## config.mk

```make
export PLATFORM = sky130hd
export DESIGN_NAME = pipe_flow_ctrl
export DESIGN_NICKNAME = d
export VERILOG_FILES = /design/src/rtl/pipe_flow_ctrl_pkg.sv /design/src/rtl/pipe_flow_ctrl_counter.sv /design/src/rtl/pipe_flow_ctrl.sv
export SDC_FILE = /design/constraint.sdc
export NUM_CORES = 1
export LEC_CHECK = 0
export CORE_UTILIZATION = 40
export DETAILED_ROUTE_END_ITERATION = 6
export HOLD_SLACK_MARGIN = 0.1
export PLACE_DENSITY = 0.68
export SYNTH_ARGS = -nofsm -noshare
export SYNTH_HDL_FRONTEND = slang
export SYNTH_HIERARCHICAL = 1
export SYNTH_SLANG_ARGS = --single-unit
```

## constraint.sdc

```tcl
create_clock -name clk -period 3.3 [get_ports clk]
set_clock_uncertainty 0.15 [all_clocks]
set_input_delay 0.99 -clock clk [delete_from_list [all_inputs] [get_ports clk]]
set_output_delay 0.99 -clock clk [all_outputs]
set_load 0.1 [all_outputs]
```

## src/rtl/pipe_flow_ctrl_pkg.sv

```systemverilog
// Shared types and defaults for the pipeline flow controller.
// Holds the redirect FSM state encoding and the per-cycle control bundle.
package pipe_flow_ctrl_pkg;

  localparam int XLEN_DEF  = 32;
  localparam int CNT_W_DEF = 32;

  typedef enum logic [0:0] {
    RUN  = 1'b0,
    PEND = 1'b1
  } fsm_state_e;

  // en: {ifid, idex, exmem, memwb}; flush: {ifid, idex, exmem}
  typedef struct packed {
    logic       pc_we;
    logic       pc_redirect;
    logic [3:0] en;
    logic [2:0] flush;
  } ctrl_t;

endpackage

```

## src/rtl/pipe_flow_ctrl_counter.sv

```systemverilog
// Wrapping event counter with synchronous active-high clear.
module perf_counter #(
  parameter int CNT_W = 32
) (
  input  logic             i_clk,
  input  logic             i_reset,
  input  logic             i_inc,
  output logic [CNT_W-1:0] o_cnt
);

  logic [CNT_W-1:0] r_cnt;

  always_ff @(posedge i_clk) begin
    if (i_reset) begin
      r_cnt <= '0;
    end else if (i_inc) begin
      r_cnt <= r_cnt + 1'b1;
    end
  end

  assign o_cnt = r_cnt;

endmodule

```

## src/rtl/pipe_flow_ctrl.sv

```systemverilog
// Pipeline stall/flush/redirect arbiter; a redirect that arrives during a
// memory stall is parked in PEND and replayed once memory releases.
module pipe_flow_ctrl
  import pipe_flow_ctrl_pkg::*;
#(
  parameter int CNT_W = CNT_W_DEF,
  parameter int XLEN  = XLEN_DEF
) (
  input  logic             clk,
  input  logic             reset,
  input  logic             pcsrc_ex,
  input  logic             jump_ex,
  input  logic [XLEN-1:0]  target_ex,
  input  logic             load_use,
  input  logic             mul_busy,
  input  logic             mem_stall,
  output logic             pc_we,
  output logic             pc_redirect,
  output logic [XLEN-1:0]  redirect_pc,
  output logic             ifid_en,
  output logic             idex_en,
  output logic             exmem_en,
  output logic             memwb_en,
  output logic             ifid_flush,
  output logic             idex_flush,
  output logic             exmem_flush,
  output logic [CNT_W-1:0] taken_cnt,
  output logic [CNT_W-1:0] stall_cnt
);

  fsm_state_e      r_state;
  fsm_state_e      w_state_nxt;
  logic [XLEN-1:0] r_pend_pc;
  logic [XLEN-1:0] w_pend_pc_nxt;
  logic            w_redirect_req;
  ctrl_t           w_ctrl;
  logic [XLEN-1:0] w_redirect_pc;

  assign w_redirect_req = pcsrc_ex | jump_ex;

  always_ff @(posedge clk) begin
    if (reset) begin
      r_state   <= RUN;
      r_pend_pc <= '0;
    end else begin
      r_state   <= w_state_nxt;
      r_pend_pc <= w_pend_pc_nxt;
    end
  end

  // Only the first redirect seen during a stall is captured; later ones are dropped.
  always_comb begin
    w_state_nxt   = r_state;
    w_pend_pc_nxt = r_pend_pc;
    case (r_state)
      RUN: begin
        if (mem_stall && w_redirect_req) begin
          w_state_nxt   = PEND;
          w_pend_pc_nxt = target_ex;
        end
      end
      PEND: begin
        if (!mem_stall) begin
          w_state_nxt = RUN;
        end
      end
      default: w_state_nxt = RUN;
    endcase
  end

  always_comb begin
    w_ctrl.pc_we       = 1'b1;
    w_ctrl.pc_redirect = 1'b0;
    w_ctrl.en          = 4'b1111;
    w_ctrl.flush       = 3'b000;
    w_redirect_pc      = (r_state == PEND) ? r_pend_pc : target_ex;
    if (reset) begin
      w_ctrl.pc_we  = 1'b0;
      w_ctrl.en     = 4'b0000;
      w_ctrl.flush  = 3'b111;
      w_redirect_pc = '0;
    end else if (mem_stall) begin
      w_ctrl.pc_we = 1'b0;
      w_ctrl.en    = 4'b0000;
    end else if ((r_state == PEND) || w_redirect_req) begin
      w_ctrl.pc_redirect = 1'b1;
      w_ctrl.flush       = 3'b110;
    end else if (mul_busy) begin
      // EX is held, so EX/MEM must receive a bubble while MEM/WB drains.
      w_ctrl.pc_we = 1'b0;
      w_ctrl.en    = 4'b0011;
      w_ctrl.flush = 3'b001;
    end else if (load_use) begin
      w_ctrl.pc_we = 1'b0;
      w_ctrl.en    = 4'b0111;
      w_ctrl.flush = 3'b010;
    end
  end

  assign pc_we       = w_ctrl.pc_we;
  assign pc_redirect = w_ctrl.pc_redirect;
  assign redirect_pc = w_redirect_pc;
  assign ifid_en     = w_ctrl.en[3];
  assign idex_en     = w_ctrl.en[2];
  assign exmem_en    = w_ctrl.en[1];
  assign memwb_en    = w_ctrl.en[0];
  assign ifid_flush  = w_ctrl.flush[2];
  assign idex_flush  = w_ctrl.flush[1];
  assign exmem_flush = w_ctrl.flush[0];

  perf_counter #(.CNT_W(CNT_W)) u_taken_cnt (
    .i_clk   (clk),
    .i_reset (reset),
    .i_inc   (w_ctrl.pc_redirect),
    .o_cnt   (taken_cnt)
  );

  perf_counter #(.CNT_W(CNT_W)) u_stall_cnt (
    .i_clk   (clk),
    .i_reset (reset),
    .i_inc   (~w_ctrl.pc_we),
    .o_cnt   (stall_cnt)
  );

endmodule

```

==> out/results.txt, run 1 <==
antenna cell count: 0
first-pass GRT wire length: 20.7 mm
Slew @ Worst Pin: 0.828 ns
sw power: 0.936 mW
DR DRC count: 0
top-count cell post-synth: dfxtp_1
clock root buffer: clkbuf_16
Ports: 144
clk slew on worst S/H paths: 0.07 ns
placed cell count: 895
clock buffer count from CTS: 9
per-cell routed wire length: 13.8 um
Initial Utilization: 41.1%
Routed Antenna Nets: 0
die area: 13500 um2
Synth warnings: 6
CTS tree: built
detailed-route via count: 4614
Worst Setup Start Kind: input port
number of global-route vias before repair: 4271
asr flop ratio synth: 0%
Mapped Area: 5210 um2
FILL cells: 1129
Post-synth EDFFs: 0
Worst VDD drop: 232 uV
DPL Wire Length: 9.27 mm
Int Power: 2.03 mW
Final Power: 2.97 mW
Max Clock Freq: 309 MHz
Final GP Congestion: 0.754
CP endpoint kind: primary output
die height: 116 um
CP max FO: 3
CTS sink cnt: 97
max-slew violations: 0
critical path class: in -> out
initial antenna violation count: 0
Final Critical Period: 3.24 ns
status: finished clean
Final Hold Vio Count: 0
# port buffers: 143
Final Non-Filler Cells: 913
hold_ws: 0.322 ns
Layout area overhead: 47.7%
Die Wd: 116 um
hold crit path type: reg -> reg
drt via density: 5.05
pwr dens: 386 nW/um2
clock share of power: 34.4%
CTS max path bufs: 2
Cells after Synth: 592
grt ovf: 0
Total GRT Usage: 19.4%
RSZ-0062 raised after global routing: false
switch share: 31.6%
Worst Path Required: 2.16 ns
Syn Area/Cell: 8.80 um2
Sequential Area: 1940 um2
Worst slew margin: 44.8%
Synth cell types: 39
floorplan row count: 41
post-synth top area share: 37.3%
dominant cell type by area after synthesis: dfxtp_1
drt first pass iters: 4
largest net degree at the start of global routing: 85
most used flip-flop cell after synthesis: dfxtp_1
Synth Register Bits: 97
Multi-input gate area: 3270 um2
fin nets: 777
Post-Route WL: 12.6 mm
Final setup viols: 0
H-tree Lvls: 3
logic gate share of total power: 24.4%
share of post-route cells with drive strength above 1: 30.1%
Seq/Total Area, Yosys: 37.3%
Worst-Skew Late Latency: 0.35 ns
maximum capacitance violations: 0
Critical Path AT: 2.10 ns
Post-synth top cells: dfxtp_1, nor2_1, mux2i_1
Leakage: 2.97 nW
Core Area: 12700 um2
Synth area leaders: dfxtp_1, mux2i_1, nand2b_1
Iteration-0 DRC Markers: 157
Synthesized Nets: 633
Final Cycle Share: 98.1%
Sequential Power Share: 41.3%
layout by cell type (no fill, tap or decap), types with 9 or more instances in the layout:
cell | Yosys | layout
nand2b_1 | 64 | 64
nor2b_1 | 20 | 20
nor2_1 | 87 | 56
nor3_1 | 21 | 20
nor2_4 | 0 | 31
xor2_1 | 18 | 18
a21oi_1 | 14 | 14
buf_12 | 3 | 43
dfxtp_1 | 97 | 96
nand4_1 | 20 | 20
clkbuf_16 | 0 | 9
mux2i_1 | 66 | 66
clkdlybuf4s50_1 | 0 | 34
nand2_1 | 20 | 19
mux2_2 | 18 | 18
nand3_1 | 18 | 18
buf_4 | 5 | 91
final timing paths:
kind / from / end / slack, ns / cells after the start
setup / recovery: jump_ex / idex_en / 0.06 / 6
hold / removal: r_pend_pc[18] / r_pend_pc[18] / 0.32 / 2
setup reg to reg: r_state / u_taken_cnt/o_cnt[15] / 0.63 / 10
hold reg to reg: r_pend_pc[18] / r_pend_pc[18] / 0.32 / 2
per-stage QoR:
step / setup TNS, ns / setup WS (ns) / util [%] / instance area [um2]
after global placement: -3.36 / -0.216 / 58.1 / 7370
after global routing: 0 / 0.0147 / 60.7 / 7690
after floorplan: -5.36 / -0.407 / - / 5540
after detailed placement: -3.71 / -0.240 / 58.1 / 7370
after CTS: 0 / 0.0220 / 60.7 / 7690
final: 0 / 0.0618 / 60.7 / 7690
registers in the layout, indices dropped and copies added, names as in the netlist:
signal             count
r_pend_pc             32
r_state                1
u_stall_cnt/o_cnt     32
u_taken_cnt/o_cnt     32
power by group through the flow:
stage	sequential, mW	clock (mW)	combinational, mW
2_1_floorplan	1.28	0	0.457
3_3_place_gp	1.25	0	0.715
3_5_place_dp	1.25	0	0.724
4_1_cts	1.22	1.05	0.728
5_1_grt	1.23	1.09	0.756
6_report	1.22	1.02	0.722
worst max-delay path, cell delays in order:
cell	delay (ns)
dlygate4sd2_1	0.27
nor3_4	0.27
buf_6	0.16
nand2_2	0.08
and2_4	0.17
buf_12	0.16
layout make-up:
cell class              instances  share of cell area (%)
repair buffers                174                    25.3
clock inverters                 5                   0.504
clock buffers                  11                    3.29
multi-input cells             446                    42.5
well taps                     172                    2.80
inverters                       8                   0.390
flip-flops and latches         97                    25.3
repair_timing:
item	in CTS	in global routing
hold endpoints to repair	0	0
resized for setup	7	1
setup buffers	2	0
hold buffers	0	0
setup endpoints to repair	7	1
pin swaps	3	2
routing by layer:
metal | global-route usage, % | vias to the layer above | wire length, um
met3 | 3.11 | 16 | 564
met1 | 24.6 | 2162 | 5690
met2 | 32.8 | 112 | 6190
met4 | 7.95 | 0 | 201
met5 | 0 | - | 0
li1 | - | 2324 | -
kinds of logic (layout without fill, tap and decap cells):
group                      after synthesis  count (layout)  share of synthesized area (%)
AOI/OAI and AO/OA                       32              32                           3.46
xor gates and xnor gates                26              26                           4.37
adders and majority gates                2               2                          0.480
buffers and inverters                   49             198                           5.50
DFF                                     97              97                           37.3
muxes                                   88              88                           17.4
and+or+nand+nor                        298             298                           31.5
Note: power is estimated with default switching activity, not from simulation.
==> inputs of run 2 (changes only) <==
CORE_UTILIZATION = 49   (was 40)
PLACE_DENSITY = 0.81   (was 0.68)
==> run 2 against run 1 <==
Maximum frequency fell by 0.43%. Routed wire length fell by 0.81%. Critical path depth fell by 1. Highest routed layer unchanged. Utilization rose by 12 points. Critical endpoint is now idex_flush.
==> out/results.txt, run 2 (synthesized netlist as in run 1, its figures left out) <==
Total GRT Usage: 22.8%
per-cell routed wire length: 14.4 um
Final setup viols: 0
Initial Utilization: 50.5%
clock buffer count from CTS: 9
Core Area: 10300 um2
Setup TNS: 0 ns
largest net degree at the start of global routing: 87
commonest cells after routing, fill and taps aside: dfxtp_1, buf_4, mux2i_1, nand2b_1, nor2_1
grt ovf: 0
max-slew violations: 0
H-tree Lvls: 3
Worst slew margin: 45.5%
pwr dens: 376 nW/um2
first-pass GRT wire length: 20.7 mm
Final Hold Vio Count: 0
Leakage: 2.92 nW
Critical Path AT: 2.11 ns
Ports: 144
CTS sink cnt: 97
Worst VDD drop: 215 uV
# port buffers: 143
Routed Antenna Nets: 0
share of post-route cells with drive strength above 1: 29.2%
die height: 105 um
antenna cell count: 0
die area: 11000 um2
Max Clock Freq: 307 MHz
DR DRC count: 0
Final GP Congestion: 0.835
drt via density: 5.33
CTS tree: built
drt first pass iters: 5
Final Critical Period: 3.25 ns
Post-Route WL: 12.5 mm
Final Cycle Share: 98.6%
floorplan row count: 37
critical path class: in -> out
status: finished clean
Worst-Skew Late Latency: 0.36 ns
total setup buffers inserted after CTS: 0
number of global-route vias before repair: 4391
RSZ-0062 raised after global routing: false
detailed-route via count: 4628
CP max FO: 2
Worst Setup Start Kind: input port
initial antenna violation count: 0
Final Non-Filler Cells: 868
commonest non-fill, non-tap cell in the layout: dfxtp_1
DPL Wire Length: 9.22 mm
Layout area overhead: 44.7%
Iteration-0 DRC Markers: 176
fin nets: 768
CTS max path bufs: 2
Slew @ Worst Pin: 0.817 ns
maximum capacitance violations: 0
Die Wd: 105 um
clock root buffer: clkbuf_8
placed cell count: 852
Worst Path Required: 2.16 ns
CP endpoint kind: primary output
clk slew on worst S/H paths: 0.10 ns
hold crit path type: reg -> reg
[run 2: cell count changes in the layout (fill, tap and decap cells not counted), sizes merged]
cell,change
buf,-9
bufinv,+2
clkbuf,-1
clkinv,+1
clkinvlp,-4
inv,+2
[run 2: cell type report]
class	instances	area, um2
flip-flops and latches	97	1940
repair buffers	165	1890
fillers	767	2780
clock inverters	6	95.1
multi-input cells	446	3270
inverters	8	30.0
clock buffers	10	138
well taps	136	170
[run 2: metal layers]
metal  global-route usage (%)  vias up  share of wire [%]
met3                     4.12       24                4.5
li1                         -     2294                  -
met1                     27.8     2168                 43
met2                     39.7      142                 50
met4                     8.45        0                2.2
met5                        0        -                  0
[run 2: path summary, 6_finish.rpt]
kind / start / slack [ns] / end / cells past startpoint
max: load_use / 0.05 / idex_flush / 5
max reg2reg: r_state / 0.96 / u_stall_cnt/o_cnt[18] / 8
min: r_pend_pc[23] / 0.33 / r_pend_pc[23] / 2
min reg2reg: r_pend_pc[23] / 0.33 / r_pend_pc[23] / 2
[run 2: timing repair]
action / 4_1_cts / 5_1_grt
hold buffers: 0 / 0
gates resized for setup: 6 / 0
setup endpoints to repair: 5 / 0
[run 2: power breakdown]
part / leakage (nW) / switching (mW) / internal (mW)
clock network: 0.118 / 0.429 / 0.457
registers: 0.787 / 0.0218 / 1.20
logic: 2.02 / 0.452 / 0.273
total: 2.92 / 0.904 / 1.93
[run 2: worst max-delay path, cell delays in order]
cell and delay (ns):
clkdlybuf4s50_1 0.48, nor3b_1 0.24, nor2_1 0.12, o21ai_4 0.09, buf_12 0.19
[run 2: metrics by stage]
step	area (um2)	setup WS [ns]	hold WS [ns]	power (mW)	utilization, %
after floorplan	5540	-0.407	0.298	1.74	-
after global placement	7290	-0.0493	0.307	1.96	70.7
after detailed placement	7290	-0.128	0.315	1.98	70.7
after CTS	7540	0.0929	0.330	2.86	73.0
after global routing	7540	0.0254	0.345	2.95	73.0
final	7540	0.0478	0.327	2.83	73.0
==> inputs of run 3 (changes only) <==
CORE_UTILIZATION = 40   (was 49)
PLACE_DENSITY = 0.68   (was 0.81)
==> results of run 3 <==
The final DEF is identical to that of run 1; final timing and power are the same.
